### config.mk
export PLATFORM = sky130hd
export DESIGN_NAME = usr_tx_seq
export DESIGN_NICKNAME = d
export VERILOG_FILES = /design/src/rtl/usr_pkg.sv /design/src/rtl/usr_core.sv /design/src/rtl/usr_tx_seq.sv
export SDC_FILE = /design/constraint.sdc
export NUM_CORES = 1
export LEC_CHECK = 0
export ABC_CLOCK_PERIOD_IN_PS = 2410
export BUFFER_PORTS_ARGS = -buffer_cell sky130_fd_sc_hd__buf_2
export CORE_AREA = 5 5 42 44
export CTS_BUF_LIST = sky130_fd_sc_hd__clkbuf_8
export CTS_CLUSTER_SIZE = 25
export DETAILED_ROUTE_END_ITERATION = 12
export DIE_AREA = 0 0 47 49
export GPL_TIMING_DRIVEN = 1
export SETUP_SLACK_MARGIN = 0.15
export SYNTH_ARGS = -nofsm -noshare
export SYNTH_HDL_FRONTEND = slang
export SYNTH_HIERARCHICAL = 1
export SYNTH_SLANG_ARGS = --single-unit
### constraint.sdc
create_clock -name clock -period 2.41 [get_ports clock]
set_clock_uncertainty 0.15 [all_clocks]
set_input_delay 0.482 -clock clock [delete_from_list [all_inputs] [get_ports clock]]
set_output_delay 0.482 -clock clock [all_outputs]
set_load 0.01 [all_outputs]
### src/rtl/usr_pkg.sv
// Shared MODE and FSM-state encodings for the universal-shift-register transmit path.
// Latency: none, constants and a pure function only.
// Backpressure: not applicable, no handshakes in this package.
package usr_pkg;

    localparam logic [1:0] MODE_HOLD = 2'b00;
    localparam logic [1:0] MODE_SHR  = 2'b01;
    localparam logic [1:0] MODE_SHL  = 2'b10;
    localparam logic [1:0] MODE_LOAD = 2'b11;

    localparam logic [1:0] IDLE   = 2'b00;
    localparam logic [1:0] SHIFT  = 2'b01;
    localparam logic [1:0] PARITY = 2'b10;

    // LSB-first drains toward bit 0, MSB-first drains toward bit WIDTH-1.
    function automatic logic [1:0] shift_mode(input logic dir);
        return dir ? MODE_SHL : MODE_SHR;
    endfunction

endpackage

### src/rtl/usr_core.sv
// Four-mode universal shift register: hold, shift right, shift left, parallel load.
// Latency: q reflects the selected operation one clock after mode is presented.
// Backpressure: none; the caller selects HOLD to stall.
module usr_core
    import usr_pkg::*;
#(
    parameter int WIDTH = 4
)
(
    input  logic             clock,
    input  logic             reset,
    input  logic [1:0]       mode,
    input  logic [WIDTH-1:0] din,
    input  logic             sin,
    output logic [WIDTH-1:0] q
);

    always_ff @(posedge clock) begin
        if (reset) begin
            q <= '0;
        end else begin
            case (mode)
                MODE_SHR:  q <= {sin, q[WIDTH-1:1]};
                MODE_SHL:  q <= {q[WIDTH-2:0], sin};
                MODE_LOAD: q <= din;
                default:   q <= q;
            endcase
        end
    end

endmodule

### src/rtl/usr_tx_seq.sv
// Word-to-bit transmit sequencer; optional trailing even-parity beat under USR_TX_PARITY_EN.
// Latency: first bit valid the cycle after the word is accepted; WIDTH beats per word (WIDTH+1 with parity).
// Backpressure: ser_ready low freezes the core (HOLD), counter and outputs; in_ready only in IDLE.
module usr_tx_seq
    import usr_pkg::*;
#(
    parameter int WIDTH = 4
)
(
    input  logic             clock,
    input  logic             reset,
    input  logic             in_valid,
    output logic             in_ready,
    input  logic [WIDTH-1:0] in_data,
    input  logic             in_dir,
    output logic             ser_out,
    output logic             ser_valid,
    input  logic             ser_ready,
    output logic             ser_last,
    output logic             busy,
    output logic [1:0]       mode_out
);

    localparam int CW = $clog2(WIDTH);
    localparam logic [CW-1:0] LAST_CNT = CW'(WIDTH - 1);

    logic [1:0]       state;
    logic [1:0]       state_nxt;
    logic [CW-1:0]    cnt;
    logic             dir_q;
    logic [WIDTH-1:0] q;
    logic             data_last;
`ifdef USR_TX_PARITY_EN
    logic             par_q;
`endif

    assign data_last = (state == SHIFT) && (cnt == LAST_CNT);
    assign in_ready  = (state == IDLE) && !reset;
    assign ser_valid = (state != IDLE);
    assign busy      = (state != IDLE);

`ifdef USR_TX_PARITY_EN
    assign ser_last = (state == PARITY);
`else
    assign ser_last = data_last;
`endif

    always_comb begin
        mode_out  = MODE_HOLD;
        state_nxt = state;
        case (state)
            IDLE: begin
                if (in_valid) begin
                    mode_out  = MODE_LOAD;
                    state_nxt = SHIFT;
                end
            end
            SHIFT: begin
                if (ser_ready) begin
                    mode_out = shift_mode(dir_q);
                    if (data_last) begin
`ifdef USR_TX_PARITY_EN
                        state_nxt = PARITY;
`else
                        state_nxt = IDLE;
`endif
                    end
                end
            end
`ifdef USR_TX_PARITY_EN
            PARITY: begin
                if (ser_ready) begin
                    state_nxt = IDLE;
                end
            end
`endif
            default: state_nxt = IDLE;
        endcase
        // The core must not see LOAD while it is being cleared.
        if (reset) begin
            mode_out = MODE_HOLD;
        end
    end

    always_comb begin
        ser_out = 1'b0;
        if (state == SHIFT) begin
            ser_out = dir_q ? q[WIDTH-1] : q[0];
        end
`ifdef USR_TX_PARITY_EN
        else if (state == PARITY) begin
            ser_out = par_q;
        end
`endif
    end

    // The counter parks on the last index instead of wrapping; the next load clears it.
    always_ff @(posedge clock) begin
        if (reset) begin
            state <= IDLE;
            cnt   <= '0;
            dir_q <= 1'b0;
        end else begin
            state <= state_nxt;
            if (state == IDLE && in_valid) begin
                cnt   <= '0;
                dir_q <= in_dir;
            end else if (state == SHIFT && ser_ready && cnt != LAST_CNT) begin
                cnt <= cnt + 1'b1;
            end
        end
    end

`ifdef USR_TX_PARITY_EN
    always_ff @(posedge clock) begin
        if (reset) begin
            par_q <= 1'b0;
        end else if (state == IDLE && in_valid) begin
            par_q <= ^in_data;
        end
    end
`endif

    usr_core #(.WIDTH(WIDTH)) u_core (
        .clock (clock),
        .reset (reset),
        .mode  (mode_out),
        .din   (in_data),
        .sin   (1'b0),
        .q     (q)
    );

endmodule

## After elaboration in Yosys (flattened, before gate mapping)

Index checks and enable logic that the tools add are counted.

| storage, ports and cells | value |
|---|---|
| bits of input ports | 9 |
| word-level logic and storage cells | 37 |
| output and inout bits | 7 |
| bits in registers | 9 |

| operators by class | value |
|---|---|
| equal/unequal tests | 9 |
| $add $sub $neg | 1 |
| multiplexer cells | 12 |
| reduce and logical (&&, ||, !) cells | 11 |

Operator list:

| kind | count |
|---|---|
| $mux 2 | 7 |
| $pmux 4 s3 | 1 |
| $ne 2x2->1 const B | 4 |
| $pmux 2 s2 | 2 |
| $eq 2x2->1 const B | 3 |
| $logic_and 1x1->1 | 5 |
| $eq 2x1->1 const B | 2 |
| $reduce_and 3->1 | 1 |
| $reduce_bool 3->1 | 1 |
| $add 2x1->2 const B | 1 |
| $logic_not 2->1 | 1 |
| $mux 1 | 2 |
| $reduce_bool 2->1 | 1 |
| $reduce_or 2->1 | 1 |
| $logic_not 1->1 | 1 |

## Longest topological paths before layout

| logic depth | value |
|---|---|
| depth after elaboration | 6 |
| mapped depth | 6 |

## Hierarchy

Netlist, hierarchy kept.

Modules (own cells, without submodules):

| module | instances | area each (µm²) | cells an instance | sequential area each (µm²) |
|---|---|---|---|---|
| usr_tx_seq | 1 | 260.2 | 27 | 80.1 |
| usr_core | 1 | 195.2 | 12 | 80.1 |

## Worst setup path before layout

No wires, ideal clock.

| timing path | value |
|---|---|
| path type | input port to flip-flop |
| start point | input in_valid |
| end point | register u_core.q[0] |
| data required time | 2.146 ns |
| setup time | 0.114 ns |
| arrival time | 1.773 ns |
| path buffers | 0 |
| slack | 0.373 ns |
| stages on the path | 5 |
| cells stage by stage | nor2b_4 -> a31oi_1 -> nor2_1 -> mux4_2 -> nor2b_1 |

| between the ends | value |
|---|---|
| cells in the longest elaborated chain, start to end | 5 |
| elaborated cells between the ends (all ways) | 8 |
| classes of those cells | eq/ne: 3; mux: 4; reduce/logical: 1 |

Ends and longest elaborated chain:

| element | RTL line | source |
|---|---|---|
| start, declared | usr_tx_seq.sv:12 | `input logic in_valid,` |
| $mux 2 (*) | usr_tx_seq.sv:53 | `if (in_valid) begin` |
| $pmux 2 s2 (*) | usr_tx_seq.sv:51 | `case (state)` |
| $mux 2 (*) | usr_tx_seq.sv:80 | `if (reset) begin` |
| net mode_out[1] | usr_tx_seq.sv:21 | `output logic [1:0] mode_out` |
| $eq 2x2->1 / $eq 2x1->1 (equally long branches) | usr_core.sv:22 | `case (mode)` |
| $pmux 4 s3 / $reduce_bool 3->1 (equally long branches) | n/a |  |
| end signal, assigned | usr_core.sv:23 | `MODE_SHR: q <= {sin, q[WIDTH-1:1]};` |
| end signal, assigned | usr_core.sv:24 | `MODE_SHL: q <= {q[WIDTH-2:0], sin};` |
| end signal, assigned | usr_core.sv:25 | `MODE_LOAD: q <= din;` |
| end, declared | usr_core.sv:15 | `output logic [WIDTH-1:0] q` |

The timed path passes the listed nets; every way through them passes the cells marked *.
A chain may end at the register's enable or synchronous reset.

## Worst setup path in the final report

| timing path | value |
|---|---|
| start point | register state[0] |
| end point | output mode_out[1] |

| between the ends | value |
|---|---|
| cells in the longest elaborated chain, start to end | 3 |
| elaborated cells between the ends (all ways) | 4 |
| classes of those cells | eq/ne: 1; mux: 2; reduce/logical: 1 |

Ends and longest elaborated chain:

| element | RTL line | source |
|---|---|---|
| start, declared | usr_tx_seq.sv:27 | `logic [1:0] state;` |
| start signal, assigned | usr_tx_seq.sv:104 | `state <= state_nxt;` |
| $eq 2x1->1 / $logic_not 2->1 (equally long branches) | usr_tx_seq.sv:51 |  |
| $pmux 2 s2 (*) | usr_tx_seq.sv:51 |  |
| $mux 2 (*) | usr_tx_seq.sv:80 |  |
| end, declared | usr_tx_seq.sv:21 |  |

Every way passes the cells marked *; elsewhere a longest branch is shown, timed or not.

==> impl_metrics.toml <==
[timing]
fin_setup_tns_ns = 0
fmax_mhz = 485.7
layout_setup_ws_ns = 0.3512
setup_viol = 0
period_needed_ns = 2.059
rsz0062_at_grt = "no"
final_hold_viol_count = 0
final_max_slew_viol_count = 0
period_share = 0.8543

[synthesis]
syn_area_um2 = 455.4
ys_seq_area_frac = 0.3516
synth.avg_cell_area_um2 = 11.68
synthesis.instances = 39
synth_simple_gate_area_share = 0.2335
yosysWarnings = 6
yosys.area_share.adder = 0.02747
yosys-mux-area-fraction = 0.2637
ys_ff_latch = 8
synthXorXnorAreaFrac = 0.01923
synth_top_family_by_area = "multiplexers"
ys_types = 18
synth_compound_area_frac = 0.04670

[cells_and_area]
final_layout_size_suffix_gt1_frac = 0.4828
layout_common_cells = "15 x buf_2, 8 x dfxtp_1, 5 x nor2_1, 5 x nor2b_1, 4 x mux4_2"
antenna_cells = 0
area_growth_pct = 29.95
final_common_cell = "buf_2"
layout.nets = 70

[global_routing]
gr-usage-all-layers = 0.1021
grt_first_pass_wirelength_mm = 1.531
antenna_found_initial = 0
grt_pass1_vias = 352
grt_overflow = 0
grt_max_degree = 12

[setup_path]
path_max_fanout = 11
cp.required_ns = 1.78
arrival_ns = 1.43
path_class = "register to output pin"
crit_chain = "nor2b_4 > a31oi_1 > nor2_1 > buf_4 > buf_2"
cpMaxStageDelayCell = "dfxtp_1"
critPathMaxStageDelay_ns = 0.58
cp-start-kind = "register"
endpoint_kind = "output pin"

[die]
dieArea_um2 = 2303
coreArea_um2 = 1401
initial_core_util = 0.3250
die_h_um = 49
die_x_um = 47
pin_count = 16
num_rows = 14

[clocking]
postCtsSetupBuffers = 0
clock-sinks = 8
cts_hold_buf = 0
cts_max_path_buffers = 2
cts_root_buf = "clkbuf_8"
cts_resized = 0
worstSkewPairLatency_ns = 0.23
clk_pin_slew_worst_paths_ns = 0.04
tritoncts = "yes"
cts-htree-levels = 1
cts_inserted_buffers = 3

[job]
cap_violations = 0

[placed_design]
hpwl_um = 695.1
portBuffers = 15
place_congestion = 0.6997
place_ws_ns = 0.4127

[power]
leakagePower_nw = 0.2808
clockPowerShare = 0.440
p_int_w = 0.0002774
switching_share = 0.2293
cellPowerDensity_nw_per_um2 = 608.1
combPwrFrac = 0.150
pwr-share-seq = 0.410
power.net_switching_w = 0.00008252
ir_drop_uv = 251.2

[run_status]
outcome = "finished clean"

[worst_hold_path]
min_path_type = "primary input to register"

[route]
drc = 0
drtIter0Drc = 2
viasPerCell = 4.878
wire_per_inst_um = 12.43
wirelength_um = 920
final_antenna_net_count = 0
vias = 361
firstDrtPassIters = 2
[stage by stage]
| step | cells | util | hold slack (ns) | area (um^2) | total power, W |
|---|---|---|---|---|---|
| 2_1_floorplan | 40 | - | 0.3557 | 459.2 | 0.0001842 |
| 3_3_place_gp | 71 | 0.3929 | 0.3782 | 550.5 | 0.0002029 |
| 3_5_place_dp | 71 | 0.3929 | 0.3843 | 550.5 | 0.0002045 |
| 4_1_cts | 74 | 0.4223 | 0.3449 | 591.8 | 0.0003679 |
| 5_1_grt | 74 | 0.4223 | 0.3743 | 591.8 | 0.0003800 |
| 6_report | 74 | 0.4223 | 0.3481 | 591.8 | 0.0003599 |
[metal layers]
metal,GRT usage,share of wire,up-vias
met5,0,0,-
met4,0.1244,0.061,0
met3,0.02214,0.061,5
met2,0.1312,0.45,15
met1,0.1188,0.43,166
li1,-,-,175
[power by group through the flow]
stage	clock (W)	combinational [W]	sequential, W
floorplan	0	0.0000387	0.000146
CTS	0.000165	0.0000550	0.000147
finish	0.000158	0.0000541	0.000147
global route	0.000171	0.0000601	0.000149
detailed placement	0	0.0000549	0.000150
global placement	0	0.0000537	0.000149
[registers in the layout, summed over array words and instances, names as in the netlist]
| signal | flops |
|---|---|
| state | 1 |
| dir_q | 1 |
| u_core/q | 4 |
| cnt | 2 |
[layout make-up]
class,count,area (um^2)
Tap cell,16,20.02
Inverter,1,3.754
Clock buffer,3,41.29
Timing Repair Buffer,17,90.09
Multi-Input combinational cell,29,276.5
Fill cell,152,809.5
Sequential cell,8,160.2
[critical path: cells and delay by family (launching register included)]
family                 cells  cell delay, ns
buffers and inverters      2            0.30
AND/OR/NAND/NOR            2            0.16
flip-flops                 1            0.58
AO/OA/AOI/OAI              1            0.16
[Yosys cell counts]
master    count  area [um^2]
a311oi_1      1        8.760
a31oi_1       2        12.51
and2_2        1        7.510
buf_4         1        7.510
buf_6         1        11.26
conb_1        1        3.750
dfxtp_1       8        160.2
ha_1          1        12.51
inv_1         1        3.750
mux2i_1       3        30.03
mux4_2        4        90.09
nand3b_4      1        20.02
nor2_1        5        18.77
nor2b_1       5        31.28
nor2b_4       1        13.76
nor3_1        1        5.000
nor3_2        1        10.01
xor2_1        1        8.760
[cells by family (layout without fill, tap and decap cells)]
group	after synthesis	in the layout
other cells	1	2
buf+inv	3	21
xor+xnor	1	1
mux	7	7
flops	8	8
fa+ha+maj	1	1
simple gates	15	15
compound gates	3	3
[worst paths after layout]
| kind | cells past startpoint | endpoint | slack [ns] | startpoint |
|---|---|---|---|---|
| worst max-delay path | 5 | mode_out[1] | 0.35 | state[0] |
| worst min register to register | 2 | cnt[1] | 0.39 | cnt[1] |
| worst min-delay path | 3 | dir_q | 0.35 | in_dir |
| worst max register to register | 5 | u_core/q[3] | 0.53 | state[0] |
(Power assumes the default switching activity.)
